==> src/rtl/fsk_modulator_if.sv <==
// Byte handshake and modulator status bundle between a byte source and fsk_modulator.
interface fsk_modulator_if;
  logic [7:0] tx_data;
  logic       tx_valid;
  logic       tx_ready;
  logic       tx_busy;
  logic       bit_out;
  logic       fsk_out;

  modport master (
    output tx_data, tx_valid,
    input  tx_ready, tx_busy, bit_out, fsk_out
  );

  modport slave (
    input  tx_data, tx_valid,
    output tx_ready, tx_busy, bit_out, fsk_out
  );
endinterface

==> src/rtl/fsk_modulator.sv <==
// Continuous-phase binary FSK modulator: UART-framed bytes key an NCO between
// mark and space tuning words; the accumulator MSB is the RF square wave.
module fsk_modulator #(
  parameter int unsigned         PHASE_W   = 32,
  parameter int unsigned         BAUD_DIV  = 1354,
  parameter logic [PHASE_W-1:0]  FTW_MARK  = PHASE_W'(33038210),
  parameter logic [PHASE_W-1:0]  FTW_SPACE = PHASE_W'(36342031)
) (
  input  logic          clki,
  input  logic          rst_n,
  input  logic          lock,
  fsk_modulator_if.slave tx
);

  localparam int unsigned      CNT_W    = 16;
  localparam logic [CNT_W-1:0] CNT_LAST = CNT_W'(BAUD_DIV - 1);

  typedef enum logic [1:0] {IDLE, START, DATA, STOP} state_t;

  state_t             state, state_n;
  logic [CNT_W-1:0]   cnt, cnt_n;
  logic [2:0]         idx, idx_n;
  logic [7:0]         shift, shift_n;
  logic [1:0]         lock_sync;
  logic               lock_s;
  logic               ready_q, busy_q, bit_q, fsk_q;
  logic               ready_n, busy_n, bit_n;
  logic [PHASE_W-1:0] phase;
  logic               accept;

  assign lock_s = lock_sync[1];
  assign accept = tx.tx_valid & ready_q;

  assign tx.tx_ready = ready_q;
  assign tx.tx_busy  = busy_q;
  assign tx.bit_out  = bit_q;
  assign tx.fsk_out  = fsk_q;

  // State register
  always_ff @(posedge clki or negedge rst_n) begin
    if (!rst_n) state <= IDLE;
    else        state <= state_n;
  end

  // Framing next-state; status outputs are looked ahead from the next state so
  // they can be registered yet still track the state they describe.
  always_comb begin
    state_n = state;
    cnt_n   = cnt;
    idx_n   = idx;
    shift_n = shift;
    if (!lock_s) begin
      state_n = IDLE;
      cnt_n   = '0;
      idx_n   = '0;
    end else begin
      unique case (state)
        IDLE: begin
          if (accept) begin
            state_n = START;
            cnt_n   = '0;
            idx_n   = '0;
            shift_n = tx.tx_data;
          end
        end
        START: begin
          if (cnt == CNT_LAST) begin
            state_n = DATA;
            cnt_n   = '0;
            idx_n   = '0;
          end else begin
            cnt_n = cnt + CNT_W'(1);
          end
        end
        DATA: begin
          if (cnt == CNT_LAST) begin
            cnt_n   = '0;
            shift_n = {1'b0, shift[7:1]};
            if (idx == 3'd7) state_n = STOP;
            else             idx_n   = idx + 3'd1;
          end else begin
            cnt_n = cnt + CNT_W'(1);
          end
        end
        STOP: begin
          if (cnt == CNT_LAST) begin
            cnt_n = '0;
            idx_n = '0;
            if (accept) begin
              state_n = START;
              shift_n = tx.tx_data;
            end else begin
              state_n = IDLE;
            end
          end else begin
            cnt_n = cnt + CNT_W'(1);
          end
        end
        default: state_n = IDLE;
      endcase
    end

    ready_n = lock_sync[0] && ((state_n == IDLE) || ((state_n == STOP) && (cnt_n == CNT_LAST)));
    busy_n  = lock_sync[0] && (state_n != IDLE);
    bit_n   = 1'b1;
    if (lock_sync[0]) begin
      case (state_n)
        START:   bit_n = 1'b0;
        DATA:    bit_n = shift_n[0];
        default: bit_n = 1'b1;
      endcase
    end
  end

  // Datapath, synchroniser and registered outputs
  always_ff @(posedge clki or negedge rst_n) begin
    if (!rst_n) begin
      cnt       <= '0;
      idx       <= '0;
      shift     <= '0;
      lock_sync <= '0;
      ready_q   <= 1'b0;
      busy_q    <= 1'b0;
      bit_q     <= 1'b1;
      phase     <= '0;
      fsk_q     <= 1'b0;
    end else begin
      cnt       <= cnt_n;
      idx       <= idx_n;
      shift     <= shift_n;
      lock_sync <= {lock_sync[0], lock};
      ready_q   <= ready_n;
      busy_q    <= busy_n;
      bit_q     <= bit_n;
      // Phase is never cleared on symbol changes, only while unlocked.
      phase     <= lock_s ? (phase + (bit_q ? FTW_MARK : FTW_SPACE)) : '0;
      fsk_q     <= lock_s & phase[PHASE_W-1];
    end
  end

endmodule

==> src/flat_wrapper.sv <==
// flat-port wrapper written by rule: the top's interface ports become plain ports
module fsk_modulator_flat 
#(
  parameter int unsigned         PHASE_W   = 32,
  parameter int unsigned         BAUD_DIV  = 1354,
  parameter logic [PHASE_W-1:0]  FTW_MARK  = PHASE_W'(33038210),
  parameter logic [PHASE_W-1:0]  FTW_SPACE = PHASE_W'(36342031)
)
  (clki, rst_n, lock, tx_tx_data, tx_tx_valid, tx_tx_ready, tx_tx_busy, tx_bit_out, tx_fsk_out);
  fsk_modulator_if tx_i ();
  input  logic clki;
  input  logic rst_n;
  input  logic lock;
  input wire logic [$bits(tx_i.tx_data)-1:0] tx_tx_data;
  input wire logic [$bits(tx_i.tx_valid)-1:0] tx_tx_valid;
  output wire logic [$bits(tx_i.tx_ready)-1:0] tx_tx_ready;
  output wire logic [$bits(tx_i.tx_busy)-1:0] tx_tx_busy;
  output wire logic [$bits(tx_i.bit_out)-1:0] tx_bit_out;
  output wire logic [$bits(tx_i.fsk_out)-1:0] tx_fsk_out;
  assign tx_i.tx_data = tx_tx_data;
  assign tx_i.tx_valid = tx_tx_valid;
  assign tx_tx_ready = tx_i.tx_ready;
  assign tx_tx_busy = tx_i.tx_busy;
  assign tx_bit_out = tx_i.bit_out;
  assign tx_fsk_out = tx_i.fsk_out;
  fsk_modulator #(.PHASE_W(PHASE_W), .BAUD_DIV(BAUD_DIV), .FTW_MARK(FTW_MARK), .FTW_SPACE(FTW_SPACE)) u_core (.clki(clki), .rst_n(rst_n), .lock(lock), .tx(tx_i));
endmodule
==> config.mk <==
export PLATFORM = sky130hd
export DESIGN_NAME = fsk_modulator_flat
export DESIGN_NICKNAME = d
export VERILOG_FILES = /design/src/rtl/fsk_modulator_if.sv /design/src/rtl/fsk_modulator.sv /design/src/flat_wrapper.sv
export SDC_FILE = /design/constraint.sdc
export NUM_CORES = 1
export LEC_CHECK = 0
export BUFFER_PORTS_ARGS = -buffer_cell sky130_fd_sc_hd__buf_2
export CAP_MARGIN = 40
export CORE_UTILIZATION = 40
export CTS_CLUSTER_SIZE = 16
export DETAILED_ROUTE_END_ITERATION = 10
export PLACE_DENSITY = 0.54
export RECOVER_POWER = 25
export REMOVE_ABC_BUFFERS = 1
export SLEW_MARGIN = 25
export SYNTH_ARGS = -nofsm -noshare
export SYNTH_HDL_FRONTEND = slang
export SYNTH_SLANG_ARGS = --single-unit
export TNS_END_PERCENT = 1
==> constraint.sdc <==
create_clock -name clki -period 7 [get_ports clki]
set_clock_uncertainty 0.1 [all_clocks]
set_input_delay 0.7 -clock clki [delete_from_list [all_inputs] [get_ports clki]]
set_output_delay 0.7 -clock clki [all_outputs]
set_load 0.01 [all_outputs]
---- After elaboration in Yosys (flattened, before gate mapping) ----
Index checks and enable logic that the tools add are counted.
cells by class
  add/sub/neg operators ................... 3
  $mul .................................... 0
  div/mod/pow operators ................... 0
  $lt $le $gt $ge ......................... 0
  equal/unequal tests ..................... 15
  shift-type cells ........................ 0
  muxes and demuxes ....................... 27
  bitwise logic cells ..................... 2
  reduce and logical (&&, ||, !) cells .... 12
operators with widths
  cell                                             count
  2-to-1 mux 16 bit                                3
  adder 32 bit                                     1
  == test 16 x 11 -> 1 bit, second input constant  2
  2-to-1 mux 32 bit                                1
  case mux 16 bit (2 select lines)                 1
  2-to-1 mux 26 bit                                1
  2-to-1 mux 8 bit                                 3
  case mux 8 bit (3 select lines)                  1
  adder 16 x 1 -> 16 bit, second input constant    1
  2-to-1 mux 3 bit                                 5
  2-to-1 mux 2 bit                                 6
  != test 3 bit, second input constant             4
  case mux 3 bit (3 select lines)                  1
  == test 2 bit, second input constant             4
  case mux 2 bit (4 select lines)                  1
  AND reduction 4 bit                              2
  == test 2 x 1 -> 1 bit, second input constant    2
  logical NOT 2 bit                                2
  != test 2 x 1 -> 1 bit, second input constant    2
  adder 3 x 1 -> 3 bit, second input constant      1
  == test 3 bit, second input constant             1
  logical AND 1 bit                                3
  2-to-1 mux 1 bit                                 3
  nonzero test 3 bit                               1
  other kinds (6)                                  7
word-level totals
  bits in registers ....................... 67
  latch bits .............................. 0
  bits in writable memories ............... 0
  memory bits (read-only) ................. 0
  input bits .............................. 12
  output and inout bits ................... 4
  word-level logic and storage cells ...... 70
  memories kept ........................... 0

---- Depth between registers and ports, before layout ----
  depth in word-level cells ............... 9
  gate-level depth with buffers ........... 11
  gate-level depth less buffers ........... 11

---- Least setup slack after synthesis ----
OpenSTA, ideal clock, no wires.
  path type ............................... reg2reg
  start point ............................. reg u_core.bit_q (netlist: u_core.tx.bit_out)
  end point ............................... reg u_core.phase[30]
  library setup time ...................... 0.136 ns
  arrival time ............................ 2.755 ns
  data required time ...................... 6.764 ns
  path slack .............................. 4.009 ns
  cell stages (with the launch flop) ...... 12
  path buffers ............................ 0
  period minus slack after synthesis ...... 2.991 ns
  path through ............................ dfstp_2 -> inv_1 -> ha_1 -> inv_1 -> ha_1 -> nand2b_1 -> a21oi_1 -> a311oi_1 -> o2111ai_1 -> a311oi_1 -> or3_1 -> a21oi_1
on the way
  cells in the longest elaborated chain, start to end .. 3
RTL lines
  element                 RTL line              source
  start, declared         fsk_modulator.sv:26   logic ready_q, busy_q, bit_q, fsk_q;
  start signal, assigned  fsk_modulator.sv:134  bit_q <= bit_n;
  2-to-1 mux 26 bit       fsk_modulator.sv:136  phase <= lock_s ? (phase + (bit_q ? FTW_MARK : FTW_SPACE)) : '0;
  adder 32 bit            fsk_modulator.sv:136
  2-to-1 mux 32 bit       fsk_modulator.sv:136
  end signal, assigned    fsk_modulator.sv:136
  end, declared           fsk_modulator.sv:28   logic [PHASE_W-1:0] phase;
Every way passes these cells.
A chain may end at the register's enable or synchronous reset.

---- Worst setup path in the final report ----
  start point ............................. reg u_core.bit_q (netlist: u_core.tx.bit_out)
  end point ............................... reg u_core.phase[28]
Same word-level chain as after synthesis.

==> metrics.md <==
| Metric | Value |
|---|---|
| CTS buffer count | 9 |
| Count of cells along the worst register-to-register path | 11 |
| H-tree depth reported by CTS | 3 |
| Wire length per cell after detailed routing | roughly 16 um |
| Count of hold buffers inserted by post-cts repair | 0 |
| Placed Area | ~4400 um^2 |
| Post-DRT Antenna Nets | 0 |
| Result of the run | finished, violations left |
| Largest area contributor in the synthesized netlist | dfrtp_1 |
| Total iterations of the first detailed-routing run | 5 |
| Crit path capture | u_core.phase[28] |
| Synthesized area per cell | between 8 and 9 um^2 |
| Reg-to-Reg End | u_core.phase[28] |
| Main combinational cell family by area after synthesis | simple AND/OR/NAND/NOR gates |
| Unrepaired setup endpoints after global routing | no |
| Drt first-iter violations | 175 |
| Final worst path period share | 0.510 |
| Violated checks | capacitance limit, slew limit |
| Standard cell with the maximum stage delay on the critical path | dfstp_2 |
| Static leakage | 1.89 nW |
| CP Data Arrival Time | 3700 ps |
| CTS-repair resized insts | 0 |
| Clock root buffer | clkbuf_8 |
| Beginning of the worst register-to-register path | u_core.tx.bit_out |
| Total standard cell area after synthesis | roughly 4100 um^2 |
| Yosys warns | 0 |
| Die area | between 10000 and 15000 um^2 |
| CP startpoint | u_core.tx.bit_out |
| Antenna diode instance count | 0 |
| Pin count of the biggest net entering global routing | 39 |
| Multiplexer area fraction after synthesis | 0.0124 |
| Most frequent cells in the layout | dfrtp_1 (66), nor2_1 (53), nand2_1 (43), a21oi_1 (35), o21ai_0 (28) |
| CTS tree | done |
| Count of port buffers added during placement | 15 |
| Number of stages on the worst setup path | 11 |
| Critical path, cell by cell | inv_1 -> ha_1 -> inv_1 -> ha_1 -> nand2b_1 -> a21oi_1 -> a311oi_1 -> o2111ai_1 -> a311oi_1 -> or3_1 -> a21oi_1 |
| Maximum buffer depth of the clock tree | 2 |
| Final nets | roughly 520 |
| PwrDens | approximately 250 nW/um^2 |
| Synth Register Bits | between 60 and 70 |
| Class of the tightest hold or removal check | primary input to register |
| Total vias in the final route | about 3500 |
| Area of the core region | approximately 10000 um^2 |
| Instance count of the mapped netlist | roughly 470 |
| Worst Setup Start Kind | register |
| Std cell rows | 36 |
| Path type of the worst setup path | register to register |
| Tightest Pin Transition | around 2000 ps |
| Post-synth ARST share | 1.00 |
| Clk slew on worst S/H paths | roughly 80 ps |
| Yosys cell types | 61 |
| Maximum VDD drop | between 100 and 150 uV |
| Die outline height | 104 um |
| Normalized max-slew margin | -0.347 |
| Adder-cell share of the synthesized area | 0.0574 |
| Top cell type's share of synthesized area | 0.399 |
| Final setup violating endpoints | 0 |
| Number of max-capacitance violations reported | 2 |
| Final count of hold timing violations | 0 |
| Post-DP HPWL | ~6800 um |
| Routability cong. | 0.888 |
| Total routing resource utilization after global routing | 0.195 |
| Layout-stage area growth over the synthesis result | 9.39% |
| Category of the worst setup path capture point | register |
| Via density | 5.68 |
| Worst-case register-to-register setup slack | about 3400 ps |
| Post-detailed-routing wire length | about 9700 um |
| Cell type group with the largest total delay on the critical path | compound AO/OA/AOI/OAI gates |
| Sequential share of the synthesized area | 0.405 |
| Compound-gate portion of the synthesized area | 0.208 |
| Clock latency on the worst-skew pair | between 300 and 400 ps |
| Fraction of final layout cells sized beyond drive strength 1 | 0.0920 |
| Largest incremental delay on the critical path | ~670 ps |
| Post-Layout Inst Area | 4530 um^2 |
| Synth top area cells | dfrtp_1 (40%), ha_1 (5.7%), nor2_1 (4.8%) |
| Final worst path period need | between 3000 and 4000 ps |
| Via count of the first global-routing pass | ~3400 |
| Fmax | roughly 0.28 GHz |
| Data required time of the critical path | roughly 7000 ps |
| Number of enable-type register cells in the synthesized netlist | 0 |
| Sink Count | 67 |
| Biggest fanout along the worst timing path | 10 |
| Most used flip-flop cell after synthesis | dfrtp_1 |
| Overflow left after global routing | 0 |
| First-pass GRT wire length | about 17000 um |
| Post-CTS repair timing setup buffer count | 0 |
| Most common library cell in the layout ignoring fill and taps | dfrtp_1 |
| DRC viols | 0 |
| Buffer and inverter count on the worst path | 2 |
| Synth Area in XOR/XNOR | 0.0571 |
| Horizontal die dimension | about 100 um |
| Antenna violations before repair | 0 |
| Initial standard-cell utilization of the core | 0.418 |
| Simple-gate area share of the yosys netlist | 0.222 |
| Max-slew violation count | 70 |
| Total negative slack | 0 ps |
| I/O pin total | 16 |
[worst register-to-register path: cells and delay by family (launching register included)]
| family | cells | cell delay (ps) |
|---|---|---|
| adders and majority gates | 2 | 430 |
| and+or+nand+nor | 2 | 320 |
| AOI/OAI and AO/OA | 5 | 1670 |
| buffers and inverters | 2 | 230 |
| DFF | 1 | 670 |
[cell type report]
type | instances | area, um^2
Fill cell | 983 | 5380
Multi-Input combinational cell | 365 | 2310
Sequential cell | 67 | 1680
Tap cell | 133 | 166
Clock buffer | 9 | 124
Timing Repair Buffer | 21 | 106
Clock inverter | 7 | 77.6
Inverter | 20 | 75.1
[cell usage after synthesis (all sizes together), types with 4 or more instances]
master  number
buf          8
clkbuf      11
nor2        54
or3          8
o211ai       7
nand4       10
xor2        14
xnor2       13
a22oi        6
a31oi        6
a41oi        4
and2         8
and3         6
a21oi       35
nor3         9
o21ai       34
nand3       14
mux2i        4
nor4         4
dfrtp       66
nand2b       6
nand2       43
o22ai        4
ha          19
a21o         6
inv         20
[report_power, final]
part,switching [W],internal [W],leakage [nW]
clock,0.000168,0.000166,0.0881
combinational,0.000190,0.000143,0.910
sequential,0.0000378,0.000435,0.893
total,0.000396,0.000744,1.89
[worst min-delay path by stage]
stage                          from                   to  slack, ps  cells after the start
finish                         lock  u_core.lock_sync[0]        340                      1
global route                   lock  u_core.lock_sync[0]        330                      1
CTS                           rst_n      u_core.phase[0]        250                      2
detailed placement  u_core.shift[4]      u_core.shift[4]        380                      2
global placement    u_core.shift[3]      u_core.shift[3]        370                      2
floorplan                     rst_n        u_core.cnt[0]        300                      0
[through the flow]
stage / hold WS (ps) / power [W] / util / cells / setup slack [ps]
after floorplan: 304 / 0.000731 / - / 452 / 3980
after global placement: 368 / 0.000810 / 0.437 / 604 / 3620
after detailed placement: 379 / 0.000813 / 0.439 / 605 / 3370
after CTS: 247 / 0.00115 / 0.459 / 621 / 3340
after global routing: 325 / 0.00122 / 0.457 / 622 / 2660
final: 339 / 0.00114 / 0.457 / 622 / 3430
[per-layer routing]
layer  part of all wire  global-route usage
met5                  0                   0
met4              0.015              0.0714
met3              0.033              0.0422
met1               0.48               0.259
met2               0.47               0.312
[flip-flops by register name, indices dropped and copies added, names as in the netlist]
signal and count:
u_core.cnt 16, u_core.tx.fsk_out 1, u_core.tx.tx_busy 1, u_core.idx 3, u_core.lock_sync 2, u_core.tx.bit_out 1, u_core.phase 32, u_core.tx.tx_ready 1
u_core.state 2, u_core.shift 8
[logic make-up (layout without fill, tap and decap cells)]
family	Yosys count	after routing
mux	5	5
fa+ha+maj	19	19
xor+xnor	27	27
compound gates	132	132
buf+inv	39	57
simple gates	182	182
flops	67	67
Power figures use the tool's default switching activity.
